==> src/rtl/en_arb_pkg.sv <==
// ============================================================================
// Module   : en_arb_pkg
// Brief    : Shared types and helpers for the enabled-register write arbiter.
// Revision : 1.0 - initial release
// ============================================================================
`default_nettype none

package en_arb_pkg;

    typedef enum logic {IDLE, GRANT} arb_state_t;

    function automatic int idx_w(input int n);
        return $clog2(n);
    endfunction

endpackage

`default_nettype wire

==> src/rtl/en_dff_bank.sv <==
// ============================================================================
// Module   : en_dff_bank
// Brief    : DW-bit enabled D register, synchronous active-high reset to 0.
// Revision : 1.0 - initial release
// ============================================================================
`default_nettype none

module en_dff_bank #(
    parameter int DW = 8
) (
    input  logic          clk,
    input  logic          reset,
    input  logic          en,
    input  logic [DW-1:0] d,
    output logic [DW-1:0] q
);

    logic [DW-1:0] r_q;

    always_ff @(posedge clk) begin
        if (reset) begin
            r_q <= '0;
        end else if (en) begin
            r_q <= d;
        end
    end

    assign q = r_q;

endmodule

`default_nettype wire

==> src/rtl/en_reg_write_arbiter.sv <==
// ============================================================================
// Module   : en_reg_write_arbiter
// Brief    : Round-robin write arbiter in front of a shared enabled register.
//            Optional burst lock (held grant, MAX_LOCK writes) with ARB_LOCK_EN.
// Revision : 1.0 - initial release
// ============================================================================
`default_nettype none

module en_reg_write_arbiter
    import en_arb_pkg::*;
#(
    parameter int N_REQ    = 4,
`ifdef ARB_LOCK_EN
    parameter int MAX_LOCK = 4,
`endif
    parameter int DW       = 8
) (
    input  logic                        clk,
    input  logic                        reset,
    input  logic [N_REQ-1:0]            req,
    input  logic [N_REQ*DW-1:0]         wdata,
`ifdef ARB_LOCK_EN
    input  logic [N_REQ-1:0]            lock,
`endif
    output logic [N_REQ-1:0]            gnt,
    output logic [idx_w(N_REQ)-1:0]     gnt_id,
    output logic                        busy,
    output logic [DW-1:0]               q,
    output logic                        upd
);

    localparam int c_IW = idx_w(N_REQ);

    arb_state_t         r_state;
    arb_state_t         w_state_nxt;
    logic [N_REQ-1:0]   r_gnt;
    logic [N_REQ-1:0]   w_gnt_nxt;
    logic [c_IW-1:0]    r_gnt_id;
    logic [c_IW-1:0]    w_gnt_id_nxt;
    logic [c_IW-1:0]    r_ptr;
    logic [c_IW-1:0]    w_ptr_nxt;
    logic [N_REQ-1:0]   w_cand;
    logic               w_win_vld;
    logic [c_IW-1:0]    w_win_id;
    logic               w_hold;
    logic               w_en;
    logic [DW-1:0]      w_d;
    logic               r_upd;

    // The current grantee sits out the next arbitration (self-mask).
    assign w_cand = (r_state == GRANT) ? (req & ~r_gnt) : req;

    always_comb begin
        int j;
        w_win_vld = 1'b0;
        w_win_id  = '0;
        j         = 0;
        for (int k = 0; k < N_REQ; k++) begin
            j = int'(r_ptr) + k;
            if (j >= N_REQ) begin
                j = j - N_REQ;
            end
            if (!w_win_vld && w_cand[j]) begin
                w_win_vld = 1'b1;
                w_win_id  = c_IW'(j);
            end
        end
    end

`ifdef ARB_LOCK_EN
    localparam int c_LW = $clog2(MAX_LOCK + 1);

    logic [c_LW-1:0] r_lock_cnt;

    // r_lock_cnt counts writes already issued in the current held grant.
    assign w_hold = (r_state == GRANT) && lock[r_gnt_id] && req[r_gnt_id]
                    && (r_lock_cnt < c_LW'(MAX_LOCK));

    always_ff @(posedge clk) begin
        if (reset) begin
            r_lock_cnt <= '0;
        end else if (w_hold) begin
            r_lock_cnt <= r_lock_cnt + c_LW'(1);
        end else if (w_win_vld) begin
            r_lock_cnt <= c_LW'(1);
        end
    end
`else
    assign w_hold = 1'b0;
`endif

    always_comb begin
        w_state_nxt  = r_state;
        w_gnt_nxt    = r_gnt;
        w_gnt_id_nxt = r_gnt_id;
        w_ptr_nxt    = r_ptr;
        if (w_hold) begin
            w_state_nxt = GRANT;
        end else if (w_win_vld) begin
            w_state_nxt            = GRANT;
            w_gnt_nxt              = '0;
            w_gnt_nxt[w_win_id]    = 1'b1;
            w_gnt_id_nxt           = w_win_id;
            w_ptr_nxt              = (int'(w_win_id) == N_REQ - 1) ? '0
                                                                   : w_win_id + c_IW'(1);
        end else begin
            w_state_nxt = IDLE;
            w_gnt_nxt   = '0;
        end
    end

    always_ff @(posedge clk) begin
        if (reset) begin
            r_state  <= IDLE;
            r_gnt    <= '0;
            r_gnt_id <= '0;
            r_ptr    <= '0;
            r_upd    <= 1'b0;
        end else begin
            r_state  <= w_state_nxt;
            r_gnt    <= w_gnt_nxt;
            r_gnt_id <= w_gnt_id_nxt;
            r_ptr    <= w_ptr_nxt;
            r_upd    <= w_en;
        end
    end

    assign w_en = (r_state == GRANT);
    assign w_d  = wdata[int'(r_gnt_id)*DW +: DW];

    en_dff_bank #(
        .DW (DW)
    ) u_dff_bank (
        .clk   (clk),
        .reset (reset),
        .en    (w_en),
        .d     (w_d),
        .q     (q)
    );

    assign gnt    = r_gnt;
    assign gnt_id = r_gnt_id;
    assign busy   = (r_state == GRANT);
    assign upd    = r_upd;

endmodule

`default_nettype wire

==> config.mk <==
export PLATFORM = sky130hd
export DESIGN_NAME = en_reg_write_arbiter
export DESIGN_NICKNAME = d
export VERILOG_FILES = /design/src/rtl/en_arb_pkg.sv /design/src/rtl/en_dff_bank.sv /design/src/rtl/en_reg_write_arbiter.sv
export SDC_FILE = /design/constraint.sdc
export NUM_CORES = 1
export LEC_CHECK = 0
export CAP_MARGIN = 10
export CORE_UTILIZATION = 40
export DETAILED_ROUTE_END_ITERATION = 10
export PLACE_DENSITY_LB_ADDON = 0.12
export SLEW_MARGIN = 40
export SYNTH_ARGS = -nofsm -noshare
export SYNTH_HDL_FRONTEND = slang
export SYNTH_SLANG_ARGS = --single-unit
==> constraint.sdc <==
create_clock -name clk -period 4.65 [get_ports clk]
set_input_delay 0.93 -clock clk [delete_from_list [all_inputs] [get_ports clk]]
set_output_delay 0.93 -clock clk [all_outputs]
set_load 0.01 [all_outputs]
After elaboration in Yosys (flattened, before gate mapping)
Index checks and enable logic that the tools add are counted.

Reductions and logical operators: 8. Muxes and demuxes: 29. Magnitude comparators: 10. Bitwise gates (word level): 3. Add/subtract/negate cells: 8. Shifts and indexed selects: 1. Equality and inequality tests: 1.

Operators with widths (number): 32-bit by 4-bit less-than comparator with 1-bit output, second input constant (4); 32-bit two-way mux (4); 32-bit by 6-bit indexed part select with 8-bit output (1); 1-bit two-way mux (14); 3-bit by 3-bit subtractor with 4-bit output, second input constant (3); 2-bit two-way mux (5); 3-bit >= comparator, second input constant (3); 1-bit binary-select mux with 2-bit select (4); 2-bit by 2-bit adder with 3-bit output, second input constant (2); 4-bit bitwise AND (1); 1-bit logical AND (4); 4-bit two-way mux (1); 4-bit NOT (1); 2-bit by 3-bit subtractor with 4-bit output, second input constant (1); 2-bit by 1-bit adder with 3-bit output, second input constant (1); 2-bit by 3-bit >= comparator with 1-bit output, second input constant (1); 1-bit zero test (3); 2-bit by 3-bit less-than comparator with 1-bit output, second input constant (1); 2-bit by 1-bit adder with 2-bit output, second input constant (1); 1-bit demux with 2-bit select (1); 2-bit by 1-bit == test with 1-bit output, second input constant (1); 2-bit by 1-bit >= comparator with 1-bit output, second input constant (1); 2-bit OR reduction (1); 1-bit NOT (1).

Register bits: 18.

Logic depth before layout (Yosys ltp)
Depth after elaboration: 20. Depth in mapped cells: 9. Mapped depth without buffers: 8.

Modules after synthesis
Synthesis repeated with hierarchy kept, for this count alone.

Cell total of the unflattened synthesis: 88. Area, all modules: 993.5 sq um.

By module, submodules not included: en_reg_write_arbiter (area each 708.2 sq um, sequential area each 200.2 sq um, times used 1, cells an instance 62); en_dff_bank (area each 285.3 sq um, sequential area each 160.2 sq um, times used 1, cells an instance 26).

Least setup slack after synthesis
OpenSTA, ideal clock, no wires.

Path kind: input-to-reg. From: in req[3]. To: reg r_ptr[1]. Required time: 4.522 ns. Arrival: 2.187 ns. Path slack: 2.336 ns. Cell stages on the path: 8. Buffers on the path: 0. Path through: or2b_1 a22oi_4 nand2_2 a41oi_2 o21ai_1 ha_1 mux2i_1 nor2_1.

Cells in the longest elaborated chain, start to end: 17.

Ends and longest elaborated chain: start: declaration (line en_reg_write_arbiter.sv:20) `input logic [N_REQ-1:0] req,`; 4-bit bitwise AND (line en_reg_write_arbiter.sv:51) `assign w_cand = (r_state == GRANT) ? (req & ~r_gnt) : req;`; 4-bit two-way mux (*) (line en_reg_write_arbiter.sv:51); 1-bit binary-select mux with 2-bit select (line en_reg_write_arbiter.sv:63) `if (!w_win_vld && w_cand[j]) begin`; 1-bit two-way mux (not written as such) (2 in a row) (line en_reg_write_arbiter.sv:63); 1-bit two-way mux (line en_reg_write_arbiter.sv:63); 1-bit zero test (line en_reg_write_arbiter.sv:63); 1-bit logical AND (line en_reg_write_arbiter.sv:63); 1-bit two-way mux (line en_reg_write_arbiter.sv:63); 1-bit zero test (line en_reg_write_arbiter.sv:63); 1-bit logical AND (line en_reg_write_arbiter.sv:63); 1-bit two-way mux (line en_reg_write_arbiter.sv:63); 1-bit zero test (line en_reg_write_arbiter.sv:63); 1-bit logical AND (line en_reg_write_arbiter.sv:63); 2-bit two-way mux (line en_reg_write_arbiter.sv:63); 2-bit by 1-bit adder with 2-bit output / 2-bit by 1-bit == test with 1-bit output (equally long branches) (line en_reg_write_arbiter.sv:105, en_reg_write_arbiter.sv:104); 2-bit two-way mux (line en_reg_write_arbiter.sv:104) `w_ptr_nxt = (int'(w_win_id) == N_REQ - 1) ? '0`; end signal: assignment (line en_reg_write_arbiter.sv:123) `r_ptr <= w_ptr_nxt;`; end: declaration (line en_reg_write_arbiter.sv:40) `logic [c_IW-1:0] r_ptr;`.

Mark *: on every way between the ends. The rest lies on a longest branch, timed or not. The select of a mux whose other input is x is not followed. A chain may end at the register's enable or synchronous reset.

Worst setup path in the final report
Same ends and word-level chain as after synthesis.

==> impl_metrics.env <==
export IMPL_synth_top_area_share_pct=31.7
export IMPL_htreeDepth=1
export IMPL_die_area_mm2=0.00306
export IMPL_cts_buffers=3
export IMPL_firstDrtPassIters=4
export IMPL_synth_distinct_cells=38
export IMPL_wl_mm=2.78
export IMPL_synth_async_reset_ratio_pct=0
export IMPL_end_kind="flip-flop"
export IMPL_first_global_vias=1100
export IMPL_clk_pin_slew_ns=0.10
export IMPL_crit_reg2reg_launch="r_ptr[0]"
export IMPL_grt_pass1_wl_mm=4.66
export IMPL_yosysMostFrequentCell="dfxtp_1"
export IMPL_clk_latency_ns=0.29
export IMPL_area_growth_pct=50.4
export IMPL_synth_edf_count=0
export IMPL_track_usage_pct=19.2
export IMPL_cts_root_buf="clkbuf_4"
export IMPL_cts_buffer_depth=2
export IMPL_rr_worst_depth=8
export IMPL_fin_nets=205
export IMPL_cts_resized_gates=0
export IMPL_drt_iter0_drc=38
export IMPL_tns_ns=0
export IMPL_diodes=0
export IMPL_pin_count=54
export IMPL_routed_via_count=1059
export IMPL_synthTopCellsByArea="dfxtp_1, mux4_2, mux2i_1"
export IMPL_yosysTopAreaCell="dfxtp_1"
export IMPL_ctsHoldBuffers=0
export IMPL_reg2reg_slack_ns=2.31
export IMPL_grt_max_degree=21
export IMPL_synth_seq_cells=18
export IMPL_synth_top_cells_by_count="dfxtp_1, nor2_1, mux2i_1"
export IMPL_post_route_util_pct=66.0
export IMPL_fin_worst_skew_ns=0.00102
export IMPL_status="completed"
export IMPL_fill_cells=224
export IMPL_cts_tree="yes"
export IMPL_maxCapViolations=0
export IMPL_crit_end="r_ptr[1]"
export IMPL_cts_sinks=18
export IMPL_start_util_pct=43.9
export IMPL_slew_headroom_pct=60.5
export IMPL_yosysSeqAreaShare_pct=31.7
export IMPL_via_per_inst=5.52
export IMPL_worst_slew_pin_slew_ns=0.592
export IMPL_final_min_clock_period_ns=2.78
export IMPL_ir_drop_v=0.000266
export IMPL_crit_start="req[3]"
export IMPL_die_y_um=55.3
export IMPL_timing_final_crit_share_pct=59.7
export IMPL_cp_start_kind="input port"
export IMPL_place_hpwl_mm=2.17
export IMPL_ant_nets=0
export IMPL_placementRows=18
export IMPL_antenna_found_initial=0
export IMPL_maxSlewViolCount=0
export IMPL_setup_viol=0
export IMPL_reg2reg_to="r_ptr[1]"
export IMPL_syn_area_per_cell_um2=10.2
export IMPL_crit_required_ns=4.82
export IMPL_die_x_um=55.3
export IMPL_leakagePower_nw=0.658
export IMPL_syn_area_mm2=0.00114
export IMPL_coreArea_mm2=0.00259
export IMPL_wl_per_cell_um=14.5
export IMPL_io_buffers=53
export IMPL_final_hold_viol_count=0
export IMPL_cellPowerDensity_mw_per_mm2=368
export IMPL_place_congestion=0.811
export IMPL_hp_class="reg2reg"
export IMPL_remaining_drc_errors=0
export IMPL_cp_max_fo=6
export IMPL_rsz0062_at_grt="no"
export IMPL_yosys_warnings=0
export IMPL_ys_flop_type="dfxtp_1"
export IMPL_worst_hold_slack_ns=0.511
export IMPL_syn_inst=111
export IMPL_syn_num_nets=153
export IMPL_fmaxAchievable_ghz=0.360
export IMPL_worstPathArrival_ns=2.95
export IMPL_postCtsSetupBuffers=0
export IMPL_worstSetupPathType="in2reg"
export IMPL_overflow=0
export IMPL_drive_above_1_share_pct=15.4
==> area by class of cell <==
cell class / instances / area, um2 / share of cell area, %
multi-input combinational: 83 / 728 / 42.6
timing repair buffer: 53 / 531 / 31.0
sequential: 18 / 362 / 21.2
tap: 30 / 37.5 / 2.20
clock buffer: 4 / 36.3 / 2.12
inverter: 4 / 15.0 / 0.878
==> sequential cells by signal, indices dropped and copies added (netlist names) <==
signal / flops
busy: 1
r_ptr: 2
gnt: 4
gnt_id: 2
u_dff_bank.q: 8
upd: 1
==> layer usage <==
metal / routed length, um / vias to the layer above / track usage (%)
li1: - / 505 / -
met1: 1080 / 510 / 19.7
met2: 1490 / 40 / 36.3
met3: 163 / 4 / 6.09
met4: 35 / 0 / 6.43
met5: 0 / - / 0
==> cell families after synthesis <==
logic type,after synthesis,share of synthesized area [%]
and+or+nand+nor,36,15.9
AOI/OAI and AO/OA,23,16.9
muxes,20,27.0
DFF,18,31.7
buffers and inverters,10,4.19
adders and majority gates,4,4.41
==> power by group <==
part           switching (mW)  leakage [nW]  total, mW  internal, mW
combinational           0.114         0.488      0.286         0.172
sequential             0.0585         0.149      0.245         0.187
clock                  0.0493        0.0210     0.0971        0.0478
==> how the worst min path moves through the flow <==
stage | cells past startpoint | to | start
5_1_grt | 2 | u_dff_bank.q[1] | u_dff_bank.q[1]
4_1_cts | 2 | u_dff_bank.q[7] | u_dff_bank.q[7]
3_3_place_gp | 2 | u_dff_bank.q[0] | u_dff_bank.q[0]
3_5_place_dp | 2 | u_dff_bank.q[7] | u_dff_bank.q[7]
6_report | 2 | u_dff_bank.q[3] | u_dff_bank.q[3]
2_1_floorplan | 2 | u_dff_bank.q[0] | u_dff_bank.q[0]
==> critical path, cell delays in order <==
cell and delay, ns:
clkdlybuf4s50_1 0.57, or2b_1 0.30, a22oi_4 0.19, nand2_2 0.08, a41oi_2 0.24, o21ai_1 0.14
ha_1 0.31, mux2i_1 0.12, nor2_1 0.05
==> cells in the final DEF (no fill, tap or decap), types with 3 or more instances in the layout <==
cell type | Yosys | layout
mux2i_1 | 10 | 10
dfxtp_1 | 18 | 17
nor2_1 | 13 | 13
mux4_2 | 8 | 8
inv_1 | 4 | 4
clkdlybuf4s50_1 | 0 | 53
nand2_1 | 7 | 7
a21oi_1 | 6 | 6
and2_1 | 4 | 4
clkbuf_4 | 1 | 3
ha_1 | 4 | 4
==> per-stage QoR <==
stage	cells	setup WS [ns]	cell area (um2)	power, mW
finish	192	1.87	1710	0.628
global route	192	1.81	1710	0.675
CTS	192	1.92	1710	0.636
detailed placement	188	1.59	1670	0.534
global placement	188	1.68	1670	0.525
floorplan	111	2.34	1140	0.420
Power figures use the tool's default switching activity.
